File: src/rtl/m_multibyte_add_ctrl.sv
// m_multibyte_add_ctrl
//   Performs an NBYTES-wide add by stepping one 8-bit ripple adder (a chain of
//   mFullAdder cells) over the operand bytes, LSB first, carrying between steps.
//   Start/done handshake toward the ALU control; all outputs are registered.
//
//   Optional feature macro: SUBTRACT_EN. When defined, the iSub port exists and
//   iSub=1 computes A-B (B inverted, byte-0 carry-in forced to 1, iC ignored).
//
// Ports
//   iClk, iRst       clock, asynchronous active-high reset
//   iStart           request pulse, sampled only in IDLE
//   iA, iB, iC       operands and carry-in, latched on the accepting edge
//   iSub             subtract select (SUBTRACT_EN only)
//   oSum             result register, byte k written on RUN step k
//   oCarry           carry-out of the most significant byte
//   oOverflow        two's-complement overflow of the full-width result
//   oBusy            high in RUN and DONE
//   oDone            one-cycle completion pulse

module mFullAdder (
  input  logic iA,
  input  logic iB,
  input  logic iC,
  output logic oS,
  output logic oC
);
  assign oS = iA ^ iB ^ iC;
  assign oC = (iA & iB) | (iC & (iA ^ iB));
endmodule

module m_multibyte_add_ctrl #(
  parameter int NBYTES = 4
) (
  input  logic                iClk,
  input  logic                iRst,
  input  logic                iStart,
  input  logic [8*NBYTES-1:0] iA,
  input  logic [8*NBYTES-1:0] iB,
  input  logic                iC,
`ifdef SUBTRACT_EN
  input  logic                iSub,
`endif
  output logic [8*NBYTES-1:0] oSum,
  output logic                oCarry,
  output logic                oOverflow,
  output logic                oBusy,
  output logic                oDone
);
  localparam int W  = 8 * NBYTES;
  localparam int KW = $clog2(NBYTES);

  localparam logic [1:0] S_IDLE = 2'd0;
  localparam logic [1:0] S_RUN  = 2'd1;
  localparam logic [1:0] S_DONE = 2'd2;

  logic [1:0]    state_q, state_d;
  logic [KW-1:0] k_q, k_d;
  logic [W-1:0]  a_q, a_d, b_q, b_d, sum_q, sum_d;
  logic          cy_q, cy_d, carry_q, carry_d, ovf_q, ovf_d;
  logic          sub_eff;

`ifdef SUBTRACT_EN
  logic sub_q, sub_d;
  assign sub_eff = sub_q;
`else
  assign sub_eff = 1'b0;
`endif

  // Byte k of each operand, selected by the step counter.
  logic [7:0] a_byte, b_byte, b_eff, s_byte;
  always_comb begin
    a_byte = '0;
    b_byte = '0;
    for (int j = 0; j < NBYTES; j++) begin
      if (k_q == KW'(j)) begin
        a_byte = a_q[8*j +: 8];
        b_byte = b_q[8*j +: 8];
      end
    end
  end
  assign b_eff = sub_eff ? ~b_byte : b_byte;

  // The single shared 8-bit ripple adder.
  logic [8:0] c;
  assign c[0] = cy_q;
  for (genvar i = 0; i < 8; i++) begin : g_fa
    mFullAdder u_fa (
      .iA(a_byte[i]), .iB(b_eff[i]), .iC(c[i]),
      .oS(s_byte[i]), .oC(c[i+1])
    );
  end

  always_comb begin
    state_d = state_q;
    k_d     = k_q;
    a_d     = a_q;
    b_d     = b_q;
    cy_d    = cy_q;
    sum_d   = sum_q;
    carry_d = carry_q;
    ovf_d   = ovf_q;
`ifdef SUBTRACT_EN
    sub_d   = sub_q;
`endif
    case (state_q)
      S_IDLE: begin
        if (iStart) begin
          a_d     = iA;
          b_d     = iB;
          k_d     = '0;
`ifdef SUBTRACT_EN
          sub_d   = iSub;
          cy_d    = iSub ? 1'b1 : iC;
`else
          cy_d    = iC;
`endif
          state_d = S_RUN;
        end
      end
      S_RUN: begin
        for (int j = 0; j < NBYTES; j++) begin
          if (k_q == KW'(j)) sum_d[8*j +: 8] = s_byte;
        end
        cy_d = c[8];
        if (k_q == KW'(NBYTES-1)) begin
          // Final byte: its sign bits decide overflow. k is parked at 0
          // rather than incremented so it never wraps.
          carry_d = c[8];
          ovf_d   = (a_byte[7] == b_eff[7]) && (s_byte[7] != a_byte[7]);
          k_d     = '0;
          state_d = S_DONE;
        end else begin
          k_d = k_q + 1'b1;
        end
      end
      S_DONE:  state_d = S_IDLE;
      default: state_d = S_IDLE;
    endcase
  end

  always_ff @(posedge iClk or posedge iRst) begin
    if (iRst) begin
      state_q <= S_IDLE;
      k_q     <= '0;
      a_q     <= '0;
      b_q     <= '0;
      cy_q    <= 1'b0;
      sum_q   <= '0;
      carry_q <= 1'b0;
      ovf_q   <= 1'b0;
`ifdef SUBTRACT_EN
      sub_q   <= 1'b0;
`endif
    end else begin
      state_q <= state_d;
      k_q     <= k_d;
      a_q     <= a_d;
      b_q     <= b_d;
      cy_q    <= cy_d;
      sum_q   <= sum_d;
      carry_q <= carry_d;
      ovf_q   <= ovf_d;
`ifdef SUBTRACT_EN
      sub_q   <= sub_d;
`endif
    end
  end

  assign oSum      = sum_q;
  assign oCarry    = carry_q;
  assign oOverflow = ovf_q;
  assign oBusy     = (state_q == S_RUN) || (state_q == S_DONE);
  assign oDone     = (state_q == S_DONE);
endmodule

File: config.mk
export PLATFORM = sky130hd
export DESIGN_NAME = m_multibyte_add_ctrl
export DESIGN_NICKNAME = d
export VERILOG_FILES = /design/src/rtl/m_multibyte_add_ctrl.sv
export SDC_FILE = /design/constraint.sdc
export NUM_CORES = 1
export LEC_CHECK = 0
export ABC_AREA = 1
export CORE_ASPECT_RATIO = 1.5
export CORE_MARGIN = 3
export CORE_UTILIZATION = 45
export DETAILED_ROUTE_END_ITERATION = 16
export HOLD_SLACK_MARGIN = 0.03
export PLACE_DENSITY = 0.76
export RECOVER_POWER = 25
export SLEW_MARGIN = 20
export SYNTH_ARGS = -nofsm -noshare
export SYNTH_HDL_FRONTEND = slang
export SYNTH_SLANG_ARGS = --single-unit
File: constraint.sdc
create_clock -name iClk -period 4.75 [get_ports iClk]
set_input_delay 0.95 -clock iClk [delete_from_list [all_inputs] [get_ports iClk]]
set_output_delay 0.95 -clock iClk [all_outputs]
set_load 0.005 [all_outputs]
# ---- Word-level counts from Yosys, hierarchy flattened
# Index checks and enable logic that the tools add are counted.
dict set report word_totals {
  reg_bits 103
  input_bits 68
  out_inout_bits 36
  elab_cells 89
}
dict set report op_classes {
  addsub 1
  eq_ne 9
  mux 16
  n_bitwise 40
  n_reduce_logical 12
}
# cell count
set ops {}
lappend ops {{8-bit two-way mux} 8}
lappend ops {{1-bit bitwise AND} 16}
lappend ops {{1-bit XOR} 16}
lappend ops {{2-bit AND reduction} 7}
lappend ops {{2-bit two-way mux} 4}
lappend ops {{1-bit bitwise OR} 8}
lappend ops {{2-bit case mux with 2 select lines} 2}
lappend ops {{2-bit equality test (second input constant)} 3}
lappend ops {{2-bit by 1-bit equality test with 1-bit output (second input constant)} 2}
lappend ops {{2-bit logical NOT} 2}
lappend ops {{2-bit != test (second input constant)} 2}
lappend ops {{2-bit by 1-bit adder with 2-bit output (second input constant)} 1}
lappend ops {{1-bit case mux with 2 select lines} 1}
lappend ops {{2-bit nonzero test} 1}
lappend ops {{1-bit equality test} 1}
lappend ops {{1-bit logical AND} 1}
lappend ops {{1-bit logical OR} 1}
lappend ops {{1-bit two-way mux} 1}
lappend ops {{1-bit != test} 1}

# ---- Logic depth before layout (Yosys ltp)
# Gate-level depths: netlist of run 1.
dict set report logic_depth {
  ltp_word 23
  mapped_depth 23
  mapped_depth_nobuf 22
}

# ---- Modules after synthesis
# Synthesis of run 1 repeated with hierarchy kept, for this count alone.
dict set report unflattened {
  cells_unflattened 429
  area_unflattened_um2 4779.6
}
# mod n_inst cells_each area_per_inst_um2 seq_area_each_um2
set by_module_without_submodules {}
lappend by_module_without_submodules {m_multibyte_add_ctrl 1 421 4619.4 2577.5}
lappend by_module_without_submodules {mFullAdder 8 1 20.0 0.0}

# ---- Worst setup path after synthesis of run 1
# No wires, ideal clock.
dict set report synth_path {
  path_kind {register to register}
  startpoint {register k_q[0]}
  endpoint {register ovf_q (netlist: oOverflow)}
  t_arrival_ps 4610
  t_required_ps 4633
  slack_ps 22
  path_stages_with_launch 22
  path_buffers 2
  synth_period_minus_slack_ps 4728
  cell_sequence {dfrtp_1 > inv_1 > ha_1 > buf_2 > buf_2 > o31ai_1 > o21ai_0 > fa_1 > fa_1 > fa_1 > fa_1 > fa_1 > inv_1 > fa_1 > inv_1 > fa_1 > inv_1 > fa_1 > inv_1 > nand3_1 > nand3_1 > nand2_1}
}
dict set report synth_via {
  elab_chain_len 23
}
# item line_no
set synth_rtl {}
lappend synth_rtl {{start: declaration} 57} ;# logic [KW-1:0] k_q, k_d;
lappend synth_rtl {{start signal: assignment} 156} ;# k_q <= k_d;
lappend synth_rtl {{2-bit logical NOT} 75} ;# if (k_q == KW'(j)) begin
lappend synth_rtl {{8-bit two-way mux (4 in series)} 75}
lappend synth_rtl {{1-bit XOR} 28} ;# assign oC = (iA & iB) | (iC & (iA ^ iB));
lappend synth_rtl {{1-bit bitwise AND} 28}
lappend synth_rtl {{1-bit bitwise OR} 28}
lappend synth_rtl {{1-bit bitwise AND} 28}
lappend synth_rtl {{1-bit bitwise OR} 28}
lappend synth_rtl {{1-bit bitwise AND} 28}
lappend synth_rtl {{[5 not listed]} --}
lappend synth_rtl {{1-bit bitwise AND} 28}
lappend synth_rtl {{1-bit bitwise OR} 28}
lappend synth_rtl {{1-bit bitwise AND} 28}
lappend synth_rtl {{1-bit bitwise OR} 28}
lappend synth_rtl {{1-bit XOR *} 27} ;# assign oS = iA ^ iB ^ iC;
lappend synth_rtl {{named net g_fa[7].u_fa.oS} 24} ;# output logic oS,
lappend synth_rtl {{1-bit != test *} 129} ;# ovf_d = (a_byte[7] == b_eff[7]) && (s_byte[7] != a_byte[7]);
lappend synth_rtl {{1-bit logical AND *} 129}
lappend synth_rtl {{end signal: assignment} 162} ;# ovf_q <= ovf_d;
lappend synth_rtl {{end: declaration} 59} ;# logic cy_q, cy_d, carry_q, carry_d, ovf_q, ovf_d;
# The timed path passes the listed nets; every way through them passes the cells marked *.
# A chain may end at the register's enable or synchronous reset.

# ---- Worst setup path after layout of run 1
# Ends and elaborated chain as after synthesis.

==> results.cfg, run 1 <==
[status]
status = finished, violations left
violations = max-capacitance violations, max-slew violations

[detailed_routing]
vias = 3431
dr.pass1.iters = 4
drt.antenna.violating_nets = 0
routed_via_density = 5.38
drt-initial-drc-count = 201
wire_per_inst_um = 17.1
drcViolationCount = 0
totalWireLength_um = 10900

[die]
die_h_um = 130
rows = 44
fp.dieW_um = 88.6
io_pins = 104
core_mm2 = 0.00985
start_util_pct = 46.8
fp.dieArea_mm2 = 0.0115

[yosys]
synth_edf_count = 0
ys_seq_area_share_pct = 55.9
synth_cell_types = 20
synth.cell_area_mm2 = 0.00461
synth.avg_cell_area_um2 = 11.2
yosysWarnings = 0
synth_top_area_share_pct = 55.9
synth.top_cells.by_area = dfrtp_1, mux2_2, o21ai_0
synth.most_common_cell = dfrtp_1
synth-async-reset-ratio_pct = 100
syn-num-nets = 497
synth_seq_cells = 103
synth_common_cells = dfrtp_1, mux2_2, nand2_1
syn_inst = 413
synth_top_area_cell = dfrtp_1
synthFlopType = dfrtp_1

[layout]
drive_gt1_share_pct = 19.9
fin_nets = 603
num_antenna_cells = 0
stdcell_count = 638
area_growth_pct = 31.5
fillers = 804

[setup_path]
crit_fanout = 5
cp.arrival_ns = 4.78
critPathCaptureType = flip-flop
cp.required_ns = 4.98
critPathKind = flip-flop to flip-flop
start_kind = flip-flop

[timing]
slew_viol_final = 41
fin_crit_ns = 4.55
fin_worst_skew_ns = 0.00708
relSlewSlack_pct = -15.4
fmax_ghz = 0.220
final_hold_viol_count = 0
period_share_pct = 95.7
setup_violations = 0
tightest_slew_ns = 1.72

[worst_hold_path]
hp-class = flip-flop to flip-flop

[global_routing]
antenna_found_initial = 0
grt_pass1_vias = 3545
grtUsageTotal_pct = 20.1
grt_overflow = 0
grt_pass1_wl_um = 17400
grt_max_degree = 46

[clock_network]
cts_max_path_buffers = 2
cts_buffers = 9
cts_tree = yes
cts_setup_buffers = 0
clk_pin_slew_ns = 0.06
clock_sinks = 103
clock_latency_ns = 0.35
htreeDepth = 3
hold_buffers = 0
cts_root_buf = clkbuf_16

[place]
place.gp.congestion = 0.840
hpwl_um = 8440
place_inst = 623
port_buffers = 103

[run]
max_cap_violations = 1

[pwr]
power_per_cell_area_mw_per_mm2 = 747
p_leak_nw = 2.65
irDropWorstVdd_uv = 346
power.total_mw = 4.53
-- metal layers --
layer,global-route usage (%),share of wire [%],vias up
li1,-,-,1615
met1,23.1,39,1664
met2,35.3,53,126
met3,3.54,4.6,26
met4,9.96,3.8,0
met5,0,0,-
-- cells in the final DEF (no fill, tap or decap), types with 2 or more instances in the layout --
cell             Yosys  routed
nor2_1              19      19
clkinvlp_4           0       2
clkbuf_8             0       3
clkdlybuf4s50_1      0     102
ha_2                 0       2
inv_2                1       6
inv_1               23      17
o22ai_1              3       3
mux2_2              59      59
a31oi_1              3       3
buf_4                0      13
clkbuf_1             6       2
o31ai_1              4       4
clkbuf_16            0       9
dfrtp_1            103     102
fa_2                 0       6
o21ai_0             56      55
ha_1                 8       5
nand2_1             59      59
nand3_1             13      13
fa_1                 8       2
a21oi_1             29      29
-- kinds of logic (layout without fill, tap and decap cells) --
logic type	count (synthesis)	count (layout)	share of synthesized area [%]
flops	103	103	55.9
compound gates	97	97	11.0
simple gates	92	92	7.90
mux	59	59	14.4
buf+inv	46	156	5.13
fa+ha+maj	16	16	5.64
-- state kept, by name, indices dropped and copies added, names as in the netlist --
register   flops
b_q           32
state_q        2
cy_q           1
oSum          32
oOverflow      1
k_q            2
a_q           32
oCarry         1
-- power by group --
group / switching (mW) / internal, mW / total (mW)
clock: 0.300 / 0.395 / 0.695
combinational: 1.16 / 1.10 / 2.26
sequential: 0.264 / 1.31 / 1.58
total: 1.72 / 2.81 / 4.53
-- repair_timing --
action	CTS	global route
pin swaps	0	6
cloned	0	0
gates resized for setup	3	14
endpoints found under the setup margin	1	5
-- worst paths after layout --
| path | from | to | slack, ns | depth (start not counted) |
|---|---|---|---|---|
| setup reg to reg | k_q[0] | oOverflow | 0.20 | 20 |
| hold reg to reg | oSum[24] | oSum[24] | 0.48 | 2 |
| hold / removal | oSum[24] | oSum[24] | 0.48 | 2 |
| setup / recovery | k_q[0] | oOverflow | 0.20 | 20 |
| min in group asynchronous | iRst | oSum[24] | 1.48 | 2 |
| max in group asynchronous | iRst | b_q[15] | 1.46 | 3 |
-- worst max-delay path, stage by stage (launching register included) --
cell and delay, ns:
dfrtp_2 0.44, inv_2 0.10, ha_2 0.18, a21oi_1 0.06, o31ai_1 0.23, o21ai_1 0.14, fa_2 0.41, fa_2 0.39
fa_2 0.38, fa_2 0.37, fa_2 0.33, inv_1 0.07, fa_1 0.16, inv_1 0.05, fa_2 0.33, inv_2 0.06
fa_1 0.41, inv_2 0.10, nand3_1 0.08, nand3_1 0.09, nand2_1 0.05
-- stage by stage --
| step | hold slack [ns] | cell area, um^2 | TNS, ns | utilization [%] | setup slack (ns) |
|---|---|---|---|---|---|
| 2_1_floorplan | 0.473 | 4610 | 0 | - | 0.0222 |
| 3_3_place_gp | 0.467 | 5750 | 0 | 58.3 | 0.0912 |
| 3_5_place_dp | 0.472 | 5750 | -0.0224 | 58.3 | -0.0224 |
| 4_1_cts | 0.488 | 6030 | 0 | 61.2 | 0.0240 |
| 5_1_grt | 0.521 | 6060 | -0.0183 | 61.5 | -0.0183 |
| 6_report | 0.484 | 6060 | 0 | 61.5 | 0.203 |
-- layout make-up --
class | instances | area [um^2] | share of cell area, %
clock buffer | 13 | 270 | 4.46
clock inverter | 2 | 15.0 | 0.248
inverter | 24 | 91.3 | 1.51
multi-input combinational | 264 | 1830 | 30.2
sequential | 103 | 2580 | 42.5
tap | 115 | 144 | 2.37
timing repair buffer | 117 | 1130 | 18.7
Note: power is estimated with default switching activity, not from simulation.
==> run 2: changes to the inputs <==
Settings changed: CELL_PAD_IN_SITES_DETAIL_PLACEMENT set to 0, CELL_PAD_IN_SITES_GLOBAL_PLACEMENT set to 2, CORE_UTILIZATION 45 to 35, PLACE_DENSITY 0.76 to unset, PLACE_DENSITY_LB_ADDON set to 0.1.
Clock period 4.75 ns to 5.3 ns, I/O delays scaled along.
==> run 2 against run 1 <==
Effect of this change: the run still ends with max-capacitance violations, max-slew violations left; non-clock buffer count down 3; global-route usage fell by 4.1 points; sequential cell count stayed put; power fell by 11%; critical endpoint unchanged; largest cell class unchanged.
==> results.cfg, run 2 (same netlist as run 1, synthesis figures left out) <==
[global_routing]
grtUsageTotal_pct = 16.0
grt_pass1_vias = 3402
antenna_found_initial = 0
use_met2_pct = 25.8
grtUsageMet3_pct = 3.25
grt_max_degree = 74
grt_pass1_wl_um = 18300
grt_overflow = 0
gr-max-usage-layer = met2
use_met1_pct = 21.5

[setup_path]
start_kind = flip-flop
critPathCaptureType = flip-flop
rrSetupSlack_ns = 0.45
reg2reg_depth = 22
timing.rr.start = k_q[1]
critPathKind = flip-flop to flip-flop
reg2reg_to = oOverflow
crit_fanout = 14
cp.required_ns = 5.53
cp.arrival_ns = 5.08

[detailed_routing]
drcViolationCount = 0
drt.antenna.violating_nets = 0
drt-initial-drc-count = 124
dr.pass1.iters = 4
totalWireLength_um = 11100
wire_per_inst_um = 16.4
routed_via_density = 4.85
vias = 3283

[clock_network]
clock_sinks = 103
clk_pin_slew_ns = 0.07
cts_setup_buffers = 0
ctsResizeCount = 0
htreeDepth = 3
cts_root_buf = clkbuf_16
clock_latency_ns = 0.34
cts_tree = yes
cts_max_path_buffers = 2
cts_buffers = 9
hold_buffers = 0

[layout]
fin_nets = 600
num_antenna_cells = 0
drive_gt1_share_pct = 16.7
area_growth_pct = 31.5
final_cell_mix = dfrtp_1, clkdlybuf4s50_1, mux2_2, nand2_1, o21ai_0
layout_commonest_cell = dfrtp_1

[die]
start_util_pct = 36.3
core_mm2 = 0.0127
fp.dieW_um = 99.7
rows = 50
io_pins = 104
fp.dieArea_mm2 = 0.0146
die_h_um = 147

[run]
max_cap_violations = 1

[timing]
finalSetupTns_ns = 0
fin_worst_skew_ns = 0.00856
relSlewSlack_pct = -114
rsz0062_at_grt = false
tightest_slew_ns = 3.19
final_hold_viol_count = 0
fin_crit_ns = 4.85
period_share_pct = 91.5
slew_viol_final = 74
setup_violations = 0
fmax_ghz = 0.206

[pwr]
p_leak_nw = 2.66
irDropWorstVdd_uv = 252
power_per_cell_area_mw_per_mm2 = 666
power.total_mw = 4.04

[place]
port_buffers = 103
place.gp.congestion = 0.797
hpwl_um = 8610

[worst_hold_path]
hp-class = flip-flop to flip-flop
hold_end = oSum[17]
min_from = oSum[17]
min_path_cells = 2

[status]
status = finished, violations left
violations = max-capacitance violations, max-slew violations
## run 2: where the power goes
part / leakage, nW / internal (mW) / switching [mW] / total [mW]
clock network: 0.144 / 0.367 / 0.281 / 0.649
logic: 1.27 / 0.932 / 1.06 / 1.99
registers: 1.24 / 1.18 / 0.226 / 1.40
total: 2.66 / 2.48 / 1.56 / 4.04
## run 2: through the flow
stage                     hold slack, ns  utilization, %  std cells  setup WS [ns]  area [um^2]
after floorplan                    0.473               -        413          0.572         4610
after global placement             0.466            45.5        661          0.576         5780
after detailed placement           0.474            45.5        661          0.469         5780
after CTS                          0.491            47.8        677          0.430         6070
after global routing               0.511            47.8        677          0.154         6060
final                              0.482            47.8        677          0.451         6060
## run 2: per-layer routing
| metal | wire (um) | share of wire [%] | up-vias |
|---|---|---|---|
| met5 | 0 | 0 | - |
| met4 | 188 | 1.7 | 0 |
| met3 | 433 | 3.9 | 11 |
| met2 | 5550 | 50 | 80 |
| met1 | 4920 | 44 | 1586 |
| li1 | - | - | 1606 |
## run 2: worst max-delay path by stage
stage,start,end,slack (ns),cells after the start
floorplan,k_q[0],oOverflow,0.57,21
global placement,k_q[0],oOverflow,0.58,20
detailed placement,k_q[1],oOverflow,0.47,22
CTS,k_q[1],oOverflow,0.43,22
global route,k_q[1],oOverflow,0.15,21
finish,k_q[1],oOverflow,0.45,22
## run 2: final cells by class
cell class	count	area [um^2]
clock inverter	5	57.6
fill	1239	6640
multi-input combinational	264	1800
sequential	103	2580
clock buffer	11	233
tap	156	195
inverter	24	91.3
timing repair buffer	114	1110
## run 2: critical path, cell delays in order, from the launching register on
cell     delay [ns]
dfrtp_1        0.39
inv_1          0.09
ha_1           0.24
inv_2          0.07
buf_4          0.19
nand3_1        0.09
a31oi_1        0.15
a21oi_1        0.07
fa_1           0.41
fa_1           0.40
fa_1           0.39
fa_1           0.40
fa_1           0.37
inv_1          0.07
fa_1           0.16
inv_1          0.05
fa_1           0.35
inv_1          0.07
fa_1           0.42
inv_1          0.13
nand3_1        0.09
nand3_1        0.08
nand2_1        0.05
==> run 3: changes to the inputs <==
Settings changed: CORE_MARGIN 3 to unset.
==> run 3 against run 2 <==
Effect of this change: the run still ends with max-capacitance violations, max-slew violations left; fmax shrank 2.4%; largest cell class unchanged; global-route usage grew 1.5 points; critical path type unchanged; routed wire length shrank 0.81%.
==> results.cfg, run 3 (same netlist as run 1, synthesis figures left out) <==
[status]
status = finished, violations left
violations = max-capacitance violations, max-slew violations

[timing]
finalSetupTns_ns = 0
period_share_pct = 93.7
relSlewSlack_pct = -102
slew_viol_final = 69
rsz0062_at_grt = false
tightest_slew_ns = 3.01
final_hold_viol_count = 0
setup_ws_ns = 0.334
fin_worst_skew_ns = 0.00889
fin_crit_ns = 4.97
fmax_ghz = 0.201
setup_violations = 0

[layout]
fillers = 1233
utilization_pct = 47.0
final_cell_mix = dfrtp_1, clkdlybuf4s50_1, mux2_2, nand2_1, o21ai_0
drive_gt1_share_pct = 16.7
area_growth_pct = 31.5
num_antenna_cells = 0
layout_commonest_cell = dfrtp_1
fin_nets = 599

[die]
fp.dieW_um = 95.7
fp.dieArea_mm2 = 0.0136
start_util_pct = 35.8
io_pins = 104
rows = 51
core_mm2 = 0.0129
die_h_um = 143

[clock_network]
cts_max_path_buffers = 2
cts_tree = yes
clk_pin_slew_ns = 0.07
hold_buffers = 0
htreeDepth = 3
cts_setup_buffers = 0
clock_latency_ns = 0.35
cts_buffers = 9
clock_sinks = 103
ctsResizeCount = 0
cts_root_buf = clkbuf_16

[worst_hold_path]
min_from = oSum[10]
hp-class = flip-flop to flip-flop

[detailed_routing]
drt.antenna.violating_nets = 0
dr.pass1.iters = 4
totalWireLength_um = 11000
routed_via_density = 4.88
drt-initial-drc-count = 95
drcViolationCount = 0
wire_per_inst_um = 16.2
vias = 3313

[global_routing]
grt_pass1_wl_um = 17400
grt_overflow = 0
antenna_found_initial = 0
grt_max_degree = 69
grt_pass1_vias = 3224
grtUsageTotal_pct = 17.5

[setup_path]
critPathCaptureType = flip-flop
critPathKind = flip-flop to flip-flop
startpoint = k_q[1]
start_kind = flip-flop
crit_fanout = 14
cp.arrival_ns = 5.20
cp.required_ns = 5.53
timing.rr.start = k_q[1]

[pwr]
irDropWorstVdd_uv = 258
p_leak_nw = 2.65
power_per_cell_area_mw_per_mm2 = 666

[place]
preCtsSetupSlack_ns = 0.361
port_buffers = 103
place.gp.congestion = 0.784
hpwl_um = 8340

[run]
max_cap_violations = 1
run 3: changes by cell type in the layout (fill, tap and decap cells not counted):
cell        previous run  this run
buf_4                 11        10
clkinvlp_4             0         1
inv_6                  1         0
clkbuf_1               2         1
clkinv_2               2         3
run 3: final cells by class:
| cell class | instances | area (um^2) | area share, % |
|---|---|---|---|
| Clock buffer | 10 | 229 | 3.78 |
| Multi-Input combinational cell | 264 | 1800 | 29.6 |
| Timing Repair Buffer | 113 | 1110 | 18.2 |
| Clock inverter | 6 | 61.3 | 1.01 |
| Sequential cell | 103 | 2580 | 42.5 |
| Tap cell | 159 | 199 | 3.28 |
| Inverter | 24 | 91.3 | 1.51 |
run 3: path summary, 6_finish.rpt:
| check | endpoint | cells past startpoint | slack [ns] |
|---|---|---|---|
| min in group asynchronous | oSum[24] | 2 | 2.02 |
| max in group asynchronous | a_q[17] | 3 | 1.79 |
| worst max-delay path | oOverflow | 22 | 0.33 |
| worst max register to register | oOverflow | 22 | 0.33 |
| worst min register to register | oSum[10] | 2 | 0.48 |
| worst min-delay path | oSum[10] | 2 | 0.48 |
run 3: metrics by stage:
stage / cells / area [um^2] / hold slack (ns) / power, mW
5_1_grt: 679 / 6060 / 0.500 / 4.39
3_5_place_dp: 663 / 5770 / 0.473 / 3.45
3_3_place_gp: 663 / 5770 / 0.466 / 3.41
4_1_cts: 679 / 6060 / 0.490 / 4.11
6_report: 679 / 6060 / 0.483 / 4.04
2_1_floorplan: 413 / 4610 / 0.473 / 2.60
run 3: critical path: stages, from the launching register on:
cell and delay [ns]:
dfrtp_1 0.37, inv_1 0.08, ha_1 0.30, inv_2 0.09, buf_4 0.18, nand3_1 0.09, a31oi_1 0.15, a21oi_1 0.08
fa_1 0.40, fa_1 0.41, fa_1 0.41, fa_1 0.41, fa_1 0.38, inv_1 0.08, fa_1 0.15, inv_1 0.05
fa_1 0.36, inv_1 0.08, fa_1 0.42, inv_1 0.13, nand3_1 0.09, nand3_1 0.09, nand2_1 0.05
run 3: power by group:
part           internal [mW]  switching [mW]
Combinational          0.930            1.06
Clock                  0.365           0.289
Sequential              1.17           0.220
run 3: layer usage:
layer  GRT usage (%)  part of all wire (%)  wire, um
met5               0                     0         0
met4            5.18                   1.6       180
met3            3.74                   3.6       399
met2            29.4                    51      5640
met1            22.3                    43      4790
